### src/rtl/fir_y_wb_buffer_if.sv
// Wishbone slave and AXI-Stream sink bundle for the FIR Y-output buffer.
// Signal names follow the SoC-facing wbs_*/sm_* naming of the user project.
interface fir_y_wb_buffer_if;
    logic        wbs_stb_i;
    logic        wbs_cyc_i;
    logic        wbs_we_i;
    logic [31:0] wbs_adr_i;
    logic [31:0] wbs_dat_i;
    logic        wbs_ack_o;
    logic [31:0] wbs_dat_o;
    logic        sm_tvalid;
    logic [31:0] sm_tdata;
    logic        sm_tlast;
    logic        sm_tready;
    logic        irq_o;

    modport slave (
        input  wbs_stb_i, wbs_cyc_i, wbs_we_i, wbs_adr_i, wbs_dat_i,
        output wbs_ack_o, wbs_dat_o,
        input  sm_tvalid, sm_tdata, sm_tlast,
        output sm_tready, irq_o
    );

    modport master (
        output wbs_stb_i, wbs_cyc_i, wbs_we_i, wbs_adr_i, wbs_dat_i,
        input  wbs_ack_o, wbs_dat_o,
        output sm_tvalid, sm_tdata, sm_tlast,
        input  sm_tready, irq_o
    );
endinterface

### src/rtl/fir_y_wb_buffer.sv
// FIR output buffer: captures the sm_* stream into a FIFO and serves Y/STAT
// to firmware over Wishbone with a bounded-wait read and sticky flags.
module fir_y_wb_buffer #(
    parameter int DEPTH   = 8,
    parameter int AW      = 3,
    parameter int TIMEOUT = 1024
) (
    input  logic            wb_clk_i,
    input  logic            wb_rst_i,
    fir_y_wb_buffer_if.slave bus
);
    localparam int TW = $clog2(TIMEOUT + 1);

    typedef enum logic [1:0] {S_IDLE, S_WAIT, S_ACK} state_t;
    typedef enum logic [1:0] {K_Y_RD, K_STAT_RD, K_STAT_WR, K_NO_DATA} kind_t;

    state_t        state, state_nx;
    kind_t         kind, kind_nx;
    logic [TW-1:0] timer, timer_nx;
    logic          tmo_set;

    logic [32:0]   mem [DEPTH];
    logic [AW-1:0] wr_ptr, rd_ptr;
    logic [AW:0]   count;
    logic          last_seen, timeout_flag;

    logic          empty, full, push, pop, ack, stat_clr;
    logic          sel, y_sel, stat_sel;
    logic [32:0]   head;
    logic [31:0]   status;
    logic          unused_bits;

    // Address decode
    assign sel      = bus.wbs_stb_i && bus.wbs_cyc_i && (bus.wbs_adr_i[31:24] == 8'h30);
    assign y_sel    = sel && (bus.wbs_adr_i[7:0] == 8'h84);
    assign stat_sel = sel && (bus.wbs_adr_i[7:0] == 8'h88);

    assign empty = (count == '0);
    assign full  = (count == (AW+1)'(DEPTH));
    assign head  = mem[rd_ptr];

    // Ready is held low during reset even though count is only cleared at the edge
    assign bus.sm_tready = !full && !wb_rst_i;
    assign push          = bus.sm_tvalid && bus.sm_tready;

    assign ack      = (state == S_ACK) && !wb_rst_i;
    assign pop      = ack && (kind == K_Y_RD);
    assign stat_clr = ack && (kind == K_STAT_WR);

    assign bus.wbs_ack_o = ack;
    assign bus.irq_o     = last_seen;

    always_comb begin
        status        = '0;
        status[0]     = empty;
        status[1]     = full;
        status[2]     = last_seen;
        status[3]     = timeout_flag;
        status[8+AW:8] = count;
    end

    always_comb begin
        bus.wbs_dat_o = '0;
        if (ack) begin
            case (kind)
                K_Y_RD:    bus.wbs_dat_o = head[31:0];
                K_STAT_RD: bus.wbs_dat_o = status;
                default:   bus.wbs_dat_o = '0;
            endcase
        end
    end

    // Access FSM
    always_ff @(posedge wb_clk_i) begin
        if (wb_rst_i) begin
            state <= S_IDLE;
            kind  <= K_NO_DATA;
            timer <= '0;
        end else begin
            state <= state_nx;
            kind  <= kind_nx;
            timer <= timer_nx;
        end
    end

    always_comb begin
        state_nx = state;
        kind_nx  = kind;
        timer_nx = timer;
        tmo_set  = 1'b0;
        case (state)
            S_IDLE: begin
                if (y_sel && !bus.wbs_we_i) begin
                    if (!empty) begin
                        state_nx = S_ACK;
                        kind_nx  = K_Y_RD;
                    end else begin
                        state_nx = S_WAIT;
                        timer_nx = TW'(TIMEOUT);
                    end
                end else if (y_sel) begin
                    state_nx = S_ACK;
                    kind_nx  = K_NO_DATA;
                end else if (stat_sel) begin
                    state_nx = S_ACK;
                    kind_nx  = bus.wbs_we_i ? K_STAT_WR : K_STAT_RD;
                end
            end
            S_WAIT: begin
                // Data arrival outranks a timeout expiring in the same cycle
                if (!(bus.wbs_stb_i && bus.wbs_cyc_i)) begin
                    state_nx = S_IDLE;
                end else if (!empty) begin
                    state_nx = S_ACK;
                    kind_nx  = K_Y_RD;
                end else if (timer <= TW'(1)) begin
                    state_nx = S_ACK;
                    kind_nx  = K_NO_DATA;
                    tmo_set  = 1'b1;
                end else begin
                    timer_nx = timer - TW'(1);
                end
            end
            S_ACK:   state_nx = S_IDLE;
            default: state_nx = S_IDLE;
        endcase
    end

    // FIFO storage; contents need no reset because count gates every read
    always_ff @(posedge wb_clk_i) begin
        if (push) begin
            mem[wr_ptr] <= {bus.sm_tlast, bus.sm_tdata};
        end
    end

    always_ff @(posedge wb_clk_i) begin
        if (wb_rst_i) begin
            wr_ptr <= '0;
            rd_ptr <= '0;
            count  <= '0;
        end else begin
            if (push) begin
                wr_ptr <= wr_ptr + AW'(1);
            end
            if (pop) begin
                rd_ptr <= rd_ptr + AW'(1);
            end
            case ({push, pop})
                2'b10:   count <= count + (AW+1)'(1);
                2'b01:   count <= count - (AW+1)'(1);
                default: count <= count;
            endcase
        end
    end

    // Sticky flags: a set in the same cycle as a W1C clear wins
    always_ff @(posedge wb_clk_i) begin
        if (wb_rst_i) begin
            last_seen    <= 1'b0;
            timeout_flag <= 1'b0;
        end else begin
            if (stat_clr && bus.wbs_dat_i[2]) begin
                last_seen <= 1'b0;
            end
            if (push && bus.sm_tlast) begin
                last_seen <= 1'b1;
            end
            if (stat_clr && bus.wbs_dat_i[3]) begin
                timeout_flag <= 1'b0;
            end
            if (tmo_set) begin
                timeout_flag <= 1'b1;
            end
        end
    end

    assign unused_bits = ^{bus.wbs_adr_i[23:8], bus.wbs_dat_i[31:4], bus.wbs_dat_i[1:0], head[32]};
endmodule
### src/flat_wrapper.sv
// flat-port wrapper written by rule: the top's interface ports become plain ports
module fir_y_wb_buffer_flat 
#(
    parameter int DEPTH   = 8,
    parameter int AW      = 3,
    parameter int TIMEOUT = 1024
)
  (wb_clk_i, wb_rst_i, bus_wbs_stb_i, bus_wbs_cyc_i, bus_wbs_we_i, bus_wbs_adr_i, bus_wbs_dat_i, bus_wbs_ack_o, bus_wbs_dat_o, bus_sm_tvalid, bus_sm_tdata, bus_sm_tlast, bus_sm_tready, bus_irq_o);
  fir_y_wb_buffer_if bus_i ();
  input  logic wb_clk_i;
  input  logic wb_rst_i;
  input wire logic [$bits(bus_i.wbs_stb_i)-1:0] bus_wbs_stb_i;
  input wire logic [$bits(bus_i.wbs_cyc_i)-1:0] bus_wbs_cyc_i;
  input wire logic [$bits(bus_i.wbs_we_i)-1:0] bus_wbs_we_i;
  input wire logic [$bits(bus_i.wbs_adr_i)-1:0] bus_wbs_adr_i;
  input wire logic [$bits(bus_i.wbs_dat_i)-1:0] bus_wbs_dat_i;
  output wire logic [$bits(bus_i.wbs_ack_o)-1:0] bus_wbs_ack_o;
  output wire logic [$bits(bus_i.wbs_dat_o)-1:0] bus_wbs_dat_o;
  input wire logic [$bits(bus_i.sm_tvalid)-1:0] bus_sm_tvalid;
  input wire logic [$bits(bus_i.sm_tdata)-1:0] bus_sm_tdata;
  input wire logic [$bits(bus_i.sm_tlast)-1:0] bus_sm_tlast;
  output wire logic [$bits(bus_i.sm_tready)-1:0] bus_sm_tready;
  output wire logic [$bits(bus_i.irq_o)-1:0] bus_irq_o;
  assign bus_i.wbs_stb_i = bus_wbs_stb_i;
  assign bus_i.wbs_cyc_i = bus_wbs_cyc_i;
  assign bus_i.wbs_we_i = bus_wbs_we_i;
  assign bus_i.wbs_adr_i = bus_wbs_adr_i;
  assign bus_i.wbs_dat_i = bus_wbs_dat_i;
  assign bus_wbs_ack_o = bus_i.wbs_ack_o;
  assign bus_wbs_dat_o = bus_i.wbs_dat_o;
  assign bus_i.sm_tvalid = bus_sm_tvalid;
  assign bus_i.sm_tdata = bus_sm_tdata;
  assign bus_i.sm_tlast = bus_sm_tlast;
  assign bus_sm_tready = bus_i.sm_tready;
  assign bus_irq_o = bus_i.irq_o;
  fir_y_wb_buffer #(.DEPTH(DEPTH), .AW(AW), .TIMEOUT(TIMEOUT)) u_core (.wb_clk_i(wb_clk_i), .wb_rst_i(wb_rst_i), .bus(bus_i));
endmodule
### config.mk
export PLATFORM = sky130hd
export DESIGN_NAME = fir_y_wb_buffer_flat
export DESIGN_NICKNAME = d
export VERILOG_FILES = /design/src/rtl/fir_y_wb_buffer_if.sv /design/src/rtl/fir_y_wb_buffer.sv /design/src/flat_wrapper.sv
export SDC_FILE = /design/constraint.sdc
export NUM_CORES = 1
export LEC_CHECK = 0
export BUFFER_PORTS_ARGS = -buffer_cell sky130_fd_sc_hd__buf_2
export CORE_AREA = 2 2 168 203
export DETAILED_ROUTE_END_ITERATION = 16
export DIE_AREA = 0 0 170 205
export PLACE_DENSITY = 0.54
export RECOVER_POWER = 50
export SYNTH_ARGS = -nofsm -noshare
export SYNTH_HDL_FRONTEND = slang
export SYNTH_SLANG_ARGS = --single-unit
### constraint.sdc
create_clock -name wb_clk_i -period 6.55 [get_ports wb_clk_i]
set_input_delay 1.6375 -clock wb_clk_i [delete_from_list [all_inputs] [get_ports wb_clk_i]]
set_output_delay 1.6375 -clock wb_clk_i [all_outputs]
set_load 0.01 [all_outputs]
; Yosys cells after proc, flatten, opt, wreduce, memory -nomap -nowiden
; Memory sizes are Yosys's and may differ from the RTL's. A register that Yosys moved wholly into a read port is not among the register bits.
; Cells that the tools add are included.
[totals]
register_bits = 27
latchBits = 0
ram_bits = 264
rom_bits = 0
in_bits = 103
output_inout_bits = 35
wordCells = 98
memories = 1
[memory_table]
columns = memory, words, width, read_ports, rd_clocked_by_memory_dff, write_ports, line_no
row1 = u_core.mem, 8, 33, 1, 1, 1, fir_y_wb_buffer.sv:22  ; logic [32:0] mem [DEPTH];
[op_classes]
add_sub_neg = 5
n_mul = 0
n_div = 0
magnitude_cmp = 1
n_eq_ne = 19
shifts = 0
muxes = 38
n_bitwise = 0
n_reduce_logical = 26
[ops]
columns = operator, n
row1 = $pmux 32 s2, 1
row2 = $mux 11, 5
row3 = $mux 32, 1
row4 = $mux 2, 15
row5 = $pmux 11 s2, 1
row6 = $eq 8x8->1 const B, 2
row7 = $logic_and 1x1->1, 13
row8 = $le 11x1->1 const B, 1
row9 = $sub 11x1->11 const B, 1
row10 = $mux 1, 10
row11 = $eq 8x6->1 const B, 1
row12 = $ne 2x1->1 const B, 4
row13 = $pmux 2 s2, 2
row14 = $pmux 4 s2, 1
row15 = $reduce_bool 2->1, 4
row16 = $add 3x1->3 const B, 2
row17 = $eq 2x1->1 const B, 3
row18 = $eq 2x2->1 const B, 3
row19 = $mux 3, 2
row20 = $ne 3x3->1 const B, 2
row21 = $reduce_and 6->1, 1
row22 = $reduce_and 5->1, 1
row23 = $add 4x1->4 const B, 1
row24 = $eq 4x4->1 const B, 1
row25 = other kinds (8), 11

; Logic depth before layout (Yosys ltp)
; Gate-level depths: netlist of run 1.
[depth]
word_depth = 7
mapped_depth = 13
depth_no_buf = 10

; Worst setup path before layout of run 1
; OpenSTA, ideal clock, no wires.
[synth_timing]
kind = input-to-reg
from = input wb_rst_i
to = memory u_core.mem[0][0], enable pin
setup_time_ns = 0.461
t_arrival_ns = 4.690
required_ns = 6.089
path_slack_ns = 1.399
path_stages = 4
n_path_buf = 1
cell_sequence = buf_2 a211oi_1 nand2b_1 nor3_1
[synth_between]
elab_chain_cells = 5
[synth_rtl]
columns = element, line_no
row1 = start: declaration, flat_wrapper.sv:11  ; input logic wb_rst_i;
row2 = $logic_not 1->1, fir_y_wb_buffer.sv:43  ; assign bus.sm_tready = !full && !wb_rst_i;
row3 = $logic_and 1x1->1, fir_y_wb_buffer.sv:43
row4 = $logic_and 1x1->1, fir_y_wb_buffer.sv:44  ; assign push = bus.sm_tvalid && bus.sm_tready;
row5 = $mux 1, fir_y_wb_buffer.sv:131  ; if (push) begin
row6 = $mux 1 (implied by the code), fir_y_wb_buffer.sv:132  ; mem[wr_ptr] <= {bus.sm_tlast, bus.sm_tdata};
row7 = end: declaration, fir_y_wb_buffer.sv:22
; Every way passes these cells.

; Worst setup path in the final report of run 1
[layout_timing]
from = input wb_rst_i
to = output bus_wbs_dat_o[6]
[layout_between]
elab_chain_cells = 3
[layout_rtl]
columns = element, line_no
row1 = $logic_not 1->1, fir_y_wb_buffer.sv:46  ; assign ack = (state == S_ACK) && !wb_rst_i;
row2 = $logic_and 1x1->1, fir_y_wb_buffer.sv:46
row3 = $mux 32, fir_y_wb_buffer.sv:64  ; if (ack) begin
row4 = end: declaration, flat_wrapper.sv:18  ; output wire logic [$bits(bus_i.wbs_dat_o)-1:0] bus_wbs_dat_o;
; Every way passes these cells.

==> results of run 1 <==
==> cell families (layout without fill, tap and decap cells) <==
group	after synthesis	after routing	synth area share [%]
buffers and inverters	39	168	1.41
xor gates and xnor gates	16	16	1.23
adders and majority gates	10	10	1.17
muxes	94	94	15.3
and+or+nand+nor	140	140	6.07
AOI/OAI and AO/OA	32	32	1.80
DFF	286	286	73.0
==> critical path, delay by kind of cell <==
| family | cells | cell delay [ps] |
|---|---|---|
| simple gates | 3 | 1820 |
| buf+inv | 2 | 610 |
==> final cells by class <==
class / instances / area [sq um] / share of cell area [%]
Tap cell: 412 / 515 / 3.90
Timing Repair Buffer: 104 / 510 / 3.86
Inverter: 10 / 37.5 / 0.284
Multi-Input combinational cell: 292 / 2950 / 22.3
Clock buffer: 40 / 808 / 6.11
Clock inverter: 14 / 110 / 0.833
Sequential cell: 286 / 8290 / 62.7
==> synth_stat cells (2+ instances only) <==
library cell and number:
edfxtp_1 256, nor2_1 72, mux4_2 64, dfxtp_1 30
mux2i_1 30, nand2_1 15, a21oi_1 14, clkbuf_1 14
buf_2 11, nor3_1 11, inv_1 10, ha_1 9
xnor2_1 8, xor2_1 8, a211oi_1 7, nand2b_1 6
nor4_1 6, buf_1 4, nor2b_1 4, or3_1 4
nand3_1 3, nand4_1 3, or4_1 3, a22oi_1 2
nor3b_1 2, o21ai_0 2
==> per-layer routing <==
layer / vias up / GRT usage (%) / part of all wire [%]
met5: - / 0 / 0.12
met4: 4 / 3.05 / 1.6
met3: 30 / 2.78 / 5.4
met2: 158 / 24.4 / 50
met1: 3028 / 18.0 / 43
li1: 2662 / - / -
==> sequential cells by signal, summed over array words and instances, names as in the netlist, named ones only <==
name	count
u_core.kind	2
u_core.wr_ptr	3
u_core.timer	11
u_core.timeout_flag	1
u_core.count	4
u_core.rd_ptr	3
u_core.state	2
u_core.bus.irq_o	1
u_core.mem	256
==> power by group through the flow <==
stage	Sequential (mW)	Clock (mW)	Combinational [mW]
3_3_place_gp	2.05	0	0.0848
6_report	2.01	1.57	0.0855
3_5_place_dp	2.05	0	0.0901
5_1_grt	2.01	1.69	0.0954
2_1_floorplan	2.05	0	0.0384
4_1_cts	2.01	1.61	0.0904
==> path summary, 6_finish.rpt <==
path	to	from
setup / recovery	bus_wbs_dat_o[6]	wb_rst_i
hold / removal	u_core.timer[1]	u_core.timer[1]
setup reg to reg	u_core.mem[4][21]	u_core.count[0]
hold reg to reg	u_core.timer[1]	u_core.timer[1]
==> flow_summary.ini, run 1 <==
[status]
outcome = completed

[drt]
drt-wirelength-per-cell_um = 21.0
vias = 5882
ant_nets = 0
drtIter0Drc = 424
wl_um = 24400
remaining_drc_errors = 0
avgViaCountPerCell = 5.08
drt_first_pass_iters = 4

[timing]
rsz0062_at_grt = false
slew_viol_final = 0
setup_viol = 0
min_period_ps = 5730
worst_pin_slew_ps = 1170
maxClockFrequency_mhz = 175
setup_ws_ps = 824
fin_crit_sh_pct = 87.4
max-slew-margin-rel_pct = 22.0
hold_violations = 0
finalSetupTns_ps = 0
skew_ps = 14.5
hold_ws_ps = 487

[worst_setup_path]
worstSetupPathType = in -> out
rrSetupSlack_ps = 3030
cp-end-kind = output pin
rr_worst_depth = 5
worst_setup_path_start_kind = input port
crit_arrival_ps = 4090
worstPathCellList = clkbuf_1 > or4b_2 > or2_2 > nor2_1 > buf_2
critPathSlowestCell = or4b_2
path_max_fanout = 27
crit_required_ps = 4910
crit_path_max_incr_delay_ps = 940

[logic_synthesis]
syn-cell-area_sq_um = 11400
avgSynthCellArea_sq_um = 18.4
yosysTopAreaCellShare_pct = 67.7
async_reset_ff_share_pct = 0
yosysTopAreaCell = edfxtp_1
synthCells = 617
ys_seq_elements = 286
seq_area_frac_synth_pct = 73.0
synth_cell_type_count = 45
synth_area_leaders = edfxtp_1 68%, mux4_2 13%, dfxtp_1 5.3%
yosys_warnings = 0
synth-edff-count = 256
ys.flop_type = edfxtp_1
synth_fp_nets = 730

[finish]
finalNonFillerCells = 1158
final_common_cell = edfxtp_1
mostFrequentLayoutCells = 256 x edfxtp_1, 68 x nor2_1, 64 x mux4_2
nets = 836
drive_gt1_share_pct = 25.9
area_growth_pct = 16.4
antennaDiodeCount = 0
utilization_pct = 40.2
nFillCells = 2987
stdcell_area_sq_um = 13200

[clock_tree]
cts_root_buf = clkbuf_16
cts_tree = built
numCtsBuffers = 29
clkTransAtPathRegs_ps = 60
cts_hold_buf = 0
cts_setup_buffers = 0
insertion_delay_ps = 550
cts_sinks = 286
cts_max_level = 1
clockBufferDepth = 3
cts_resized = 0

[grt]
grt_max_degree = 52
antenna_found_initial = 2
grt_pass1_vias = 6219
track_usage_pct = 14.0
grt_pass1_wl_um = 36500
overflow = 0

[power_and_ir_drop]
ir_worst_vdd_mv = 0.202
power_mw = 3.67
p_int_mw = 2.94
pwr-share-seq_pct = 54.8
leakagePower_nw = 4.22
powerDensity_nw_per_um2 = 278
clock_power_share_pct = 42.8
p_switching_mw = 0.730
swShare_pct = 19.9
power_frac_comb_pct = 2.3

[placed_design]
place_inst = 1104
pre_cts_ws_ps = 1110
placed_area_sq_um = 12400
portBuffers = 91
place_congestion = 0.795
dpl.hpwl_um = 14400

[floorplanning]
dieHeight_um = 205
design.core.area_sq_um = 32900
start_util_pct = 34.5
die_x_um = 170
ios = 138
die_area_sq_um = 34900
num_rows = 73

[job]
drv_cap = 0

[hold_path]
hold_path.class = reg -> reg
whs_path_depth = 2
No activity file was read; power rests on OpenSTA's default activity.
==> run 2, diff against run 1 <==
- clock period: 6.55 -> 5.5 ns (I/O delays scaled with it)
==> run 2 against run 1 <==
- sequential share of layout area is 0.25 points lower
- non-clock buffer count increased by 3
- core utilization is 0.16 points higher
- hold slack lost 4.0 ps
- clock power rose by 21%
- wire length decreased by 0.24%
- combinational power up 19%
- sequential cell count stayed put
- sequential power grew 19%
- worst setup slack worse by 62 ps
- final cell count unchanged
- critical path depth up 1
- critical endpoint is now u_core.mem[3][17]
- highest routed layer unchanged
==> flow_summary.ini, run 2 (synthesized netlist as in run 1, its figures left out) <==
[status]
outcome = completed

[worst_setup_path]
worst_setup_path_start_kind = input port
rr_worst_depth = 5
path_max_fanout = 26
crit_arrival_ps = 4920
rrSetupSlack_ps = 1700
reg2reg_to = u_core.mem[3][17]
cp-end-kind = flip-flop
critPathSlowestCell = nor2_1
r2r_start = u_core.count[0]
crit_buf_inv = 3
crit_path_max_incr_delay_ps = 1150
worstPathCellList = buf_2 > clkbuf_1 > a211oi_1 > nand2_1 > nor2_1 > buf_4
crit_required_ps = 5680
cp_top_family = simple AND/OR/NAND/NOR gates
startpoint = wb_rst_i
worstSetupPathType = in -> reg

[placed_design]
place_inst = 1107
place_congestion = 0.784
portBuffers = 91
dpl.hpwl_um = 14300
placed_area_sq_um = 12400

[drt]
avgViaCountPerCell = 5.10
drt-wirelength-per-cell_um = 21.0
vias = 5909
remaining_drc_errors = 0
drt_first_pass_iters = 5
wl_um = 24300
ant_nets = 0
drtIter0Drc = 467

[clock_tree]
insertion_delay_ps = 540
cts_resized = 0
clkTransAtPathRegs_ps = 60
cts_max_level = 1
cts_root_buf = clkbuf_16
numCtsBuffers = 29
cts_sinks = 286
clockBufferDepth = 3
cts_hold_buf = 0
cts_setup_buffers = 0
cts_tree = built

[finish]
finalNonFillerCells = 1158
largestRegisters = u_core.mem: 256 flops, u_core.timer: 11 flops, u_core.count: 4 flops
final_common_cell = edfxtp_1
area_growth_pct = 16.9
antennaDiodeCount = 0
drive_gt1_share_pct = 26.3
largest_reg_flops = 256
regMostFlops = u_core.mem
stdcell_area_sq_um = 13300
mostFrequentLayoutCells = 256 x edfxtp_1, 67 x nor2_1, 64 x mux4_2
nFillCells = 2953
nets = 839

[grt]
track_usage_pct = 14.0
grt_pass1_vias = 6386
grt_pass1_wl_um = 36800
grt_max_degree = 41
overflow = 0
antenna_found_initial = 2

[floorplanning]
ios = 138
start_util_pct = 34.5
die_area_sq_um = 34900
dieHeight_um = 205
die_x_um = 170
num_rows = 73
design.core.area_sq_um = 32900

[timing]
skew_ps = 21.5
fin_crit_sh_pct = 86.1
worst_pin_slew_ps = 1420
hold_violations = 0
maxClockFrequency_mhz = 211
max-slew-margin-rel_pct = 4.94
rsz0062_at_grt = false
finalSetupTns_ps = 0
slew_viol_final = 0
min_period_ps = 4740
setup_viol = 0

[power_and_ir_drop]
ir_worst_vdd_mv = 0.330
leakagePower_nw = 4.24
powerDensity_nw_per_um2 = 331
power_mw = 4.40

[hold_path]
hold_path.class = reg -> reg
whs_path_depth = 2
min_from = u_core.rd_ptr[1]

[job]
drv_cap = 0
## run 2: cell count changes in the layout (fill, tap and decap cells not counted)
cell / change
inv_6: -2
clkbuf_8: -2
clkbuf_1: -2
clkinvlp_4: +1
inv_8: +1
buf_2: +1
nor2_4: +1
buf_12: +2
bufinv_16: +2
clkbuf_16: -1
nor2_1: -1
## run 2: cell type report
type	instances	area [sq um]	area share, %
clock inverter	16	171	1.29
tap	412	515	3.88
inverter	10	37.5	0.283
clock buffer	35	748	5.64
sequential	286	8290	62.5
multi-input combinational	292	2960	22.3
timing repair buffer	107	556	4.18
## run 2: worst max path at each step
stage / cells past startpoint / to
2_1_floorplan: 4 / u_core.mem[0][0]
3_3_place_gp: 5 / bus_wbs_dat_o[5]
3_5_place_dp: 5 / bus_wbs_dat_o[5]
4_1_cts: 5 / bus_wbs_dat_o[5]
5_1_grt: 6 / u_core.mem[3][24]
6_report: 6 / u_core.mem[3][17]
## run 2: layer usage
layer / track usage [%] / wire length [um]
met3: 2.47 / 1290
met2: 24.7 / 12300
met1: 18.0 / 10300
met4: 3.30 / 406
met5: 0 / 24
## run 2: per-stage QoR
stage	util (%)	hold WS (ps)	setup WS, ps
CTS	40.5	489	759
detailed placement	37.7	477	765
finish	40.4	483	762
global route	40.4	525	474
floorplan	-	454	611
global placement	37.7	454	784
## run 2: power by group
group / leakage [nW] / switching, mW / total [mW] / internal [mW]
Sequential: 2.56 / 0.00812 / 2.40 / 2.39
Clock: 0.449 / 0.791 / 1.90 / 1.11
Combinational: 1.23 / 0.0661 / 0.102 / 0.0354
Total: 4.24 / 0.865 / 4.40 / 3.54
## run 2: tightest hold or removal path: stages, from the launching register on
cell and delay [ps]:
dfxtp_1 310, nand2_1 50, a21oi_1 70
